### config.mk
export PLATFORM = sky130hd
export DESIGN_NAME = score_select
export DESIGN_NICKNAME = d
export VERILOG_FILES = /design/src/rtl/voice_pkg.sv /design/src/rtl/score_select.sv
export SDC_FILE = /design/constraint.sdc
export NUM_CORES = 1
export LEC_CHECK = 0
export CORE_ASPECT_RATIO = 0.5
export CORE_MARGIN = 8
export CORE_UTILIZATION = 53
export DETAILED_ROUTE_END_ITERATION = 8
export PLACE_DENSITY = 0.83
export SLEW_MARGIN = 5
export SYNTH_ARGS = -nofsm -noshare
export SYNTH_HDL_FRONTEND = slang
export SYNTH_SLANG_ARGS = --single-unit
### constraint.sdc
create_clock -name clock -period 4.8 [get_ports clock]
set_input_delay 1.44 -clock clock [delete_from_list [all_inputs] [get_ports clock]]
set_output_delay 1.44 -clock clock [all_outputs]
set_load 0.02 [all_outputs]
### src/rtl/voice_pkg.sv
// Shared constants for the voice-match datapath: score width, the
// saturated "no match yet" score, and the score_select FSM encoding.
package voice_pkg;

    localparam int unsigned SCORE_W = 8;
    localparam logic [SCORE_W-1:0] SCORE_MAX = 8'hFF;

    // Template-search FSM states.
    localparam logic [1:0] ST_IDLE   = 2'd0;
    localparam logic [1:0] ST_LAUNCH = 2'd1;
    localparam logic [1:0] ST_WAIT   = 2'd2;
    localparam logic [1:0] ST_DONE   = 2'd3;

endpackage

### src/rtl/score_select.sv
// score_select: sequences the DTW scorer over every stored template and
// reports the lowest-scoring one.
//
// Ports:
//   clock, reset_n      single rising-edge clock, async active-low reset
//   go                  one-cycle start pulse, honoured only when idle
//   tmpl_sel            template index driven to the DTW scorer
//   dtw_start           one-cycle start pulse to the DTW scorer
//   dtw_done, dtw_score scorer completion pulse and its distance
//   busy                high from the accepted go until result_valid
//   result_valid        one-cycle pulse, result outputs updated with it
//   best_idx/best_score winning template and its distance
//   reject              best_score above REJECT_THRESH
//
// Build option: define SCORE_REJECT_EN to enable the reject comparator;
// otherwise reject is tied low.
module score_select
    import voice_pkg::*;
#(
    parameter int unsigned NUM_TEMPLATES = 8,
    parameter int unsigned IDX_W = 3,
    parameter logic [SCORE_W-1:0] REJECT_THRESH = 8'd200
) (
    input  logic               clock,
    input  logic               reset_n,
    input  logic               go,
    output logic [IDX_W-1:0]   tmpl_sel,
    output logic               dtw_start,
    input  logic               dtw_done,
    input  logic [SCORE_W-1:0] dtw_score,
    output logic               busy,
    output logic               result_valid,
    output logic [IDX_W-1:0]   best_idx,
    output logic [SCORE_W-1:0] best_score,
    output logic               reject
);

    localparam logic [IDX_W-1:0] LAST_IDX = IDX_W'(NUM_TEMPLATES - 1);

    logic [1:0]         state_q, state_d;
    logic [IDX_W-1:0]   idx_q, idx_d;
    logic [SCORE_W-1:0] min_q, min_d;
    logic [IDX_W-1:0]   min_idx_q, min_idx_d;
    logic               start_q, start_d;
    logic               busy_q, busy_d;
    logic               valid_q, valid_d;
    logic [IDX_W-1:0]   best_idx_q, best_idx_d;
    logic [SCORE_W-1:0] best_score_q, best_score_d;

    // State and all registered outputs.
    always_ff @(posedge clock or negedge reset_n) begin
        if (!reset_n) begin
            state_q      <= ST_IDLE;
            idx_q        <= '0;
            min_q        <= SCORE_MAX;
            min_idx_q    <= '0;
            start_q      <= 1'b0;
            busy_q       <= 1'b0;
            valid_q      <= 1'b0;
            best_idx_q   <= '0;
            best_score_q <= SCORE_MAX;
        end else begin
            state_q      <= state_d;
            idx_q        <= idx_d;
            min_q        <= min_d;
            min_idx_q    <= min_idx_d;
            start_q      <= start_d;
            busy_q       <= busy_d;
            valid_q      <= valid_d;
            best_idx_q   <= best_idx_d;
            best_score_q <= best_score_d;
        end
    end

    // Next state and next register values. dtw_start and result_valid are
    // computed one state early so the registered pulse lines up with
    // LAUNCH and with the cycle after DONE respectively.
    always_comb begin
        state_d      = state_q;
        idx_d        = idx_q;
        min_d        = min_q;
        min_idx_d    = min_idx_q;
        start_d      = 1'b0;
        busy_d       = busy_q;
        valid_d      = 1'b0;
        best_idx_d   = best_idx_q;
        best_score_d = best_score_q;

        case (state_q)
            ST_IDLE: begin
                if (go) begin
                    idx_d     = '0;
                    min_d     = SCORE_MAX;
                    min_idx_d = '0;
                    busy_d    = 1'b1;
                    start_d   = 1'b1;
                    state_d   = ST_LAUNCH;
                end
            end
            ST_LAUNCH: begin
                state_d = ST_WAIT;
            end
            ST_WAIT: begin
                if (dtw_done) begin
                    // Strict compare: on a tie the earlier template wins.
                    if (dtw_score < min_q) begin
                        min_d     = dtw_score;
                        min_idx_d = idx_q;
                    end
                    if (idx_q < LAST_IDX) begin
                        idx_d   = idx_q + 1'b1;
                        start_d = 1'b1;
                        state_d = ST_LAUNCH;
                    end else begin
                        state_d = ST_DONE;
                    end
                end
            end
            ST_DONE: begin
                best_idx_d   = min_idx_q;
                best_score_d = min_q;
                valid_d      = 1'b1;
                busy_d       = 1'b0;
                state_d      = ST_IDLE;
            end
            default: begin
                state_d = ST_IDLE;
            end
        endcase
    end

`ifdef SCORE_REJECT_EN
    logic reject_q, reject_d;

    // Reject flag is captured together with best_score.
    always_comb begin
        reject_d = reject_q;
        if (state_q == ST_DONE) begin
            reject_d = (min_q > REJECT_THRESH);
        end
    end

    always_ff @(posedge clock or negedge reset_n) begin
        if (!reset_n) begin
            reject_q <= 1'b0;
        end else begin
            reject_q <= reject_d;
        end
    end

    assign reject = reject_q;
`else
    logic [SCORE_W-1:0] reject_thresh_unused;
    assign reject_thresh_unused = REJECT_THRESH;
    assign reject = 1'b0;
`endif

    assign tmpl_sel     = idx_q;
    assign dtw_start    = start_q;
    assign busy         = busy_q;
    assign result_valid = valid_q;
    assign best_idx     = best_idx_q;
    assign best_score   = best_score_q;

endmodule
Yosys cells after proc, flatten, opt, wreduce, memory -nomap -nowiden
Cells that the tools add are included.
{"block": "word_totals", "inputBits": 12, "rom_bits": 0, "n_memories": 0, "out_inout_bits": 18, "ram_bits": 0, "elab_cells": 48, "latch_bits": 0, "reg_bits": 30}
{"block": "classes", "n_bitwise": 0, "n_addsub": 1, "n_shift": 0, "mux": 22, "div_mod_pow": 0, "multipliers": 0, "reduce_logical": 7, "eq_ne": 7, "n_lt_le_gt_ge": 2}
{"operator": "8-bit two-way mux", "n": 3}
{"operator": "8-bit case mux with 2 select lines", "n": 1}
{"operator": "3-bit two-way mux", "n": 5}
{"operator": "3-bit case mux with 2 select lines", "n": 2}
{"operator": "8-bit less-than comparator", "n": 1}
{"operator": "2-bit inequality test (second input constant)", "n": 4}
{"operator": "2-bit case mux with 4 select lines", "n": 1}
{"operator": "4-bit AND reduction", "n": 2}
{"operator": "2-bit two-way mux", "n": 3}
{"operator": "1-bit two-way mux", "n": 5}
{"operator": "2-bit equality test (second input constant)", "n": 2}
{"operator": "1-bit case mux with 2 select lines", "n": 2}
{"operator": "2-bit AND reduction", "n": 2}
{"operator": "2-bit nonzero test", "n": 2}
{"operator": "3-bit by 1-bit adder with 3-bit output (second input constant)", "n": 1}
{"operator": "3-bit less-than comparator (second input constant)", "n": 1}
{"operator": "2-bit by 1-bit equality test with 1-bit output (second input constant)", "n": 1}
{"operator": "2-bit logical NOT", "n": 1}

Logic depth before layout (Yosys ltp)
{"block": "depth", "word_depth": 4, "mapped_depth": 7}

Worst setup path after synthesis
No wires, ideal clock.
{"block": "synth_path", "kind": "input-to-reg", "from": "input port dtw_score[2]", "to": "register min_q[1]", "path_buffers": 1, "path_slack_ns": 2.174, "path_stages": 6, "arrival_ns": 2.542, "path_cell_list": "ha_1 -> a211oi_1 -> o21ai_1 -> a21o_1 -> buf_6 -> o32a_1"}
{"block": "synth_between", "elab_chain_cells": 3}
{"item": "from (decl)", "line": "score_select.sv:30", "rtl": "input logic [SCORE_W-1:0] dtw_score,"}
{"item": "8-bit less-than comparator", "line": "score_select.sv:106", "rtl": "if (dtw_score < min_q) begin"}
{"item": "2-bit inequality test (no source line)"}
{"item": "4-bit AND reduction (no source line)"}
{"item": "to (signal assigned)", "line": "score_select.sv:65", "rtl": "min_q <= min_d;"}
{"item": "to (decl)", "line": "score_select.sv:42", "rtl": "logic [SCORE_W-1:0] min_q, min_d;"}
No other way between the ends.
A chain may end at the register's enable or synchronous reset.

Final worst setup path
{"block": "layout_path", "from": "input port dtw_score[2]", "to": "register min_idx_q[2]"}
{"block": "layout_between", "elab_chain_cells": 3}
{"item": "8-bit less-than comparator", "line": "score_select.sv:106"}
{"item": "2-bit inequality test (no source line)"}
{"item": "4-bit AND reduction (no source line)"}
{"item": "to (signal assigned)", "line": "score_select.sv:66", "rtl": "min_idx_q <= min_idx_d;"}
{"item": "to (decl)", "line": "score_select.sv:43", "rtl": "logic [IDX_W-1:0] min_idx_q, min_idx_d;"}
No other way between the ends.

==> metrics.txt <==
Worst setup startpoint dtw_score[2]; Post-DP Area 0.00170 mm²; Slew headroom 34.8%; status completed; H-tree Lvls 2; Final Hold Slack 480 ps; Synth Net Count around 140; WHS Path Cells 2; TritonCTS clock tree yes; # diodes 0; pwr/cell area ~620 mW/mm²; Max-Cap Viols 0; CP cell instances clkdlybuf4s50_1 -> ha_1 -> a211oi_1 -> o21ai_1 -> a21oi_2 -> o22ai_1; register area share after synthesis a little over half; clock transition at the registers of the reported paths 60 ps; cell area after synthesis 0.00141 mm²; P_int 0.000728 W; EDFF count, synth 0; required time worst endpoint 4930 ps; Critical path buffers and inverters 1; Via density roughly 5.4; sw power 0.000391 W; most common cell in the netlist nand2_1; final wirelength 2.91 mm; final instance area 0.00181 mm²; final number of hold-violating endpoints 0; #FFs+latches synth 30; Sw Ratio 34.9%; Worst-Margin Slew 975 ps; Routed Antenna Nets 0; pin count of the biggest net entering global routing 23; Worst path depth 6; GP Congestion 0.774; Reg-to-Reg End min_idx_q[2]$_DFFE_PN0P_; RSZ-0062 raised after global routing false; Initial DRC Count 60; Data arrival, critical path approximately 3300 ps; die width 88.9 µm; Yosys top cell by area dfstp_2; Final setup viols 0; Slowest Stage Delay on Critical Path ~460 ps; leakage around 0.84 nW; CP endpoint min_idx_q[2]$_DFFE_PN0P_; die area 0.00466 mm²; Min-Delay Path Class flop to flop; Overflow after GRT 0; vias in the first global route 1098; Non-Filler Instances about 190; post-synthesis area per instance 11.4 µm²; quantity of gates resized following cts 0; FMAX 319 MHz; dpl hpwl 2.14 mm; I/O pins 30; Critical R2R Launch min_q[2]$_DFFE_PN1P_; Root Driver clkbuf_8; Rows 13; fill count between 150 and 200; fraction of registers with async set/reset 100%; GRT Total Usage 14.6%; Syn Inst Count 124; clock share of power 21.2%; drt pass-1 iters 4; Worst setup EP type flop; clock latency on the worst-skew pair 280 ps; share of the synthesized area in the top cell type 29.8%; Primary FF master, synth dfstp_2; CTS Hold Bufs 0; Yosys cell types 31; Clock Tree Buf Depth 2; Die Y about 52 µm; setup slack, reg-to-reg 2710 ps; layout cells sized above 1 between 20% and 30%; Area growth syn-to-layout 28.8%; Worst Setup Path Type input port to flop; Starting Density 55.2%; Gate power share 39.4%; Placed Cells incl. Taps 185; max-slew violation count 0; minimum clock period after layout 3140 ps; number of antenna violations at the first check in global routing 0; Critical Path Source Type input port; CP max-delay cell a21oi_2; min-delay src best_score[1]$_DFFE_PN1P_; cell family with most CP delay compound AO/OA/AOI/OAI gates; post-DR wirelength/cell 15.1 µm; PortBufs 28; peak supply drop 0.000328 V; fin crit share 65.3%; YS warnings 0; ranking of synthesized cells by area dfstp_2 30%, dfrtp_1 25%, ha_1 7.1%; clk sinks 30; synth cell count leaders 20 x nand2_1, 16 x dfstp_2, 14 x dfrtp_1, 13 x inv_1, 10 x o21ai_0; largest fanout on the critical path 11; Clock Skew 4.48 ps; DR vias 1040; R2R depth 6; core area 0.00255 mm²; first-pass GRT wire length 5.13 mm; Post-CTS Setup Inserts 0; # nets final about 180; Fin Setup TNS 0 ps; DRC errors left 0; total power 0.00112 W; Seq pwr share 39.4%; CTS Buf Count 5
stage by stage:
stage,worst slack (ps),utilization (%)
floorplan,2170,-
global placement,1490,66.7
detailed placement,1440,66.7
CTS,1730,71.0
global route,1560,71.0
finish,1660,71.0
placed cells by master (no fill, tap or decap), drive strengths merged:
cell type,synthesis,final
nor3b,1,1
conb,1,1
mux2,5,5
o21ai,11,11
dfrtp,14,14
a311oi,1,1
nand3b,1,1
buf,4,1
clkbuf,1,8
nand3,1,1
o211ai,3,3
a41o,1,1
nor2b,2,2
a21o,1,1
dfstp,16,16
nor2,1,1
o22ai,3,3
nand2,20,20
ha,8,8
a211oi,2,2
and2,1,1
o32a,8,8
and3b,1,1
a21oi,4,4
clkdlybuf4s50,0,28
inv,13,13
tightest hold or removal path, stage by stage, from the launching register on:
cell and delay [ps]:
dfstp_2 370, nand2_1 40, o21ai_0 60
kinds of logic after synthesis:
family                     count (synthesis)  synth area share [%]
AOI/OAI and AO/OA                         34                  17.9
DFF                                       30                  54.7
and+or+nand+nor                           28                  9.59
buffers and inverters                     18                  6.22
adders and majority gates                  8                  7.11
muxes                                      5                  4.26
other                                      1                 0.266
worst min path at each step:
stage / endpoint
after global routing: best_score[1]$_DFFE_PN1P_
after detailed placement: best_score[5]$_DFFE_PN1P_
final: best_score[1]$_DFFE_PN1P_
after floorplan: best_idx[0]$_DFFE_PN0P_
after global placement: busy$_DFFE_PN0P_
after CTS: best_score[4]$_DFFE_PN1P_
power by group through the flow:
| stage | clock network (W) | registers, W | logic, W |
|---|---|---|---|
| 3_3_place_gp | 0 | 0.000439 | 0.000432 |
| 2_1_floorplan | 0 | 0.000508 | 0.000211 |
| 4_1_cts | 0.000243 | 0.000442 | 0.000446 |
| 6_report | 0.000237 | 0.000442 | 0.000441 |
| 5_1_grt | 0.000256 | 0.000457 | 0.000488 |
| 3_5_place_dp | 0 | 0.000445 | 0.000443 |
metal layers:
| metal | up-vias | GRT usage (%) | wire length (µm) |
|---|---|---|---|
| met5 | - | 0 | 0 |
| li1 | 499 | - | - |
| met4 | 0 | 6.93 | 50 |
| met2 | 30 | 23.6 | 1300 |
| met1 | 505 | 17.6 | 1380 |
| met3 | 6 | 4.22 | 182 |
flip-flops by register name, indices dropped and copies added, names as in the netlist:
register and cells:
best_score 8, busy 1, state_q 2, min_q 8, min_idx_q 3, tmpl_sel 3
dtw_start 1, best_idx 3, result_valid 1
final cells by class:
cell class	count	area (µm²)	area share, %
Sequential cell	30	771	42.5
Multi-Input combinational cell	76	551	30.3
Timing Repair Buffer	29	288	15.9
Clock buffer	8	110	6.07
Inverter	13	48.8	2.69
Tap cell	37	46.3	2.55
No activity file was read; power rests on OpenSTA's default activity.
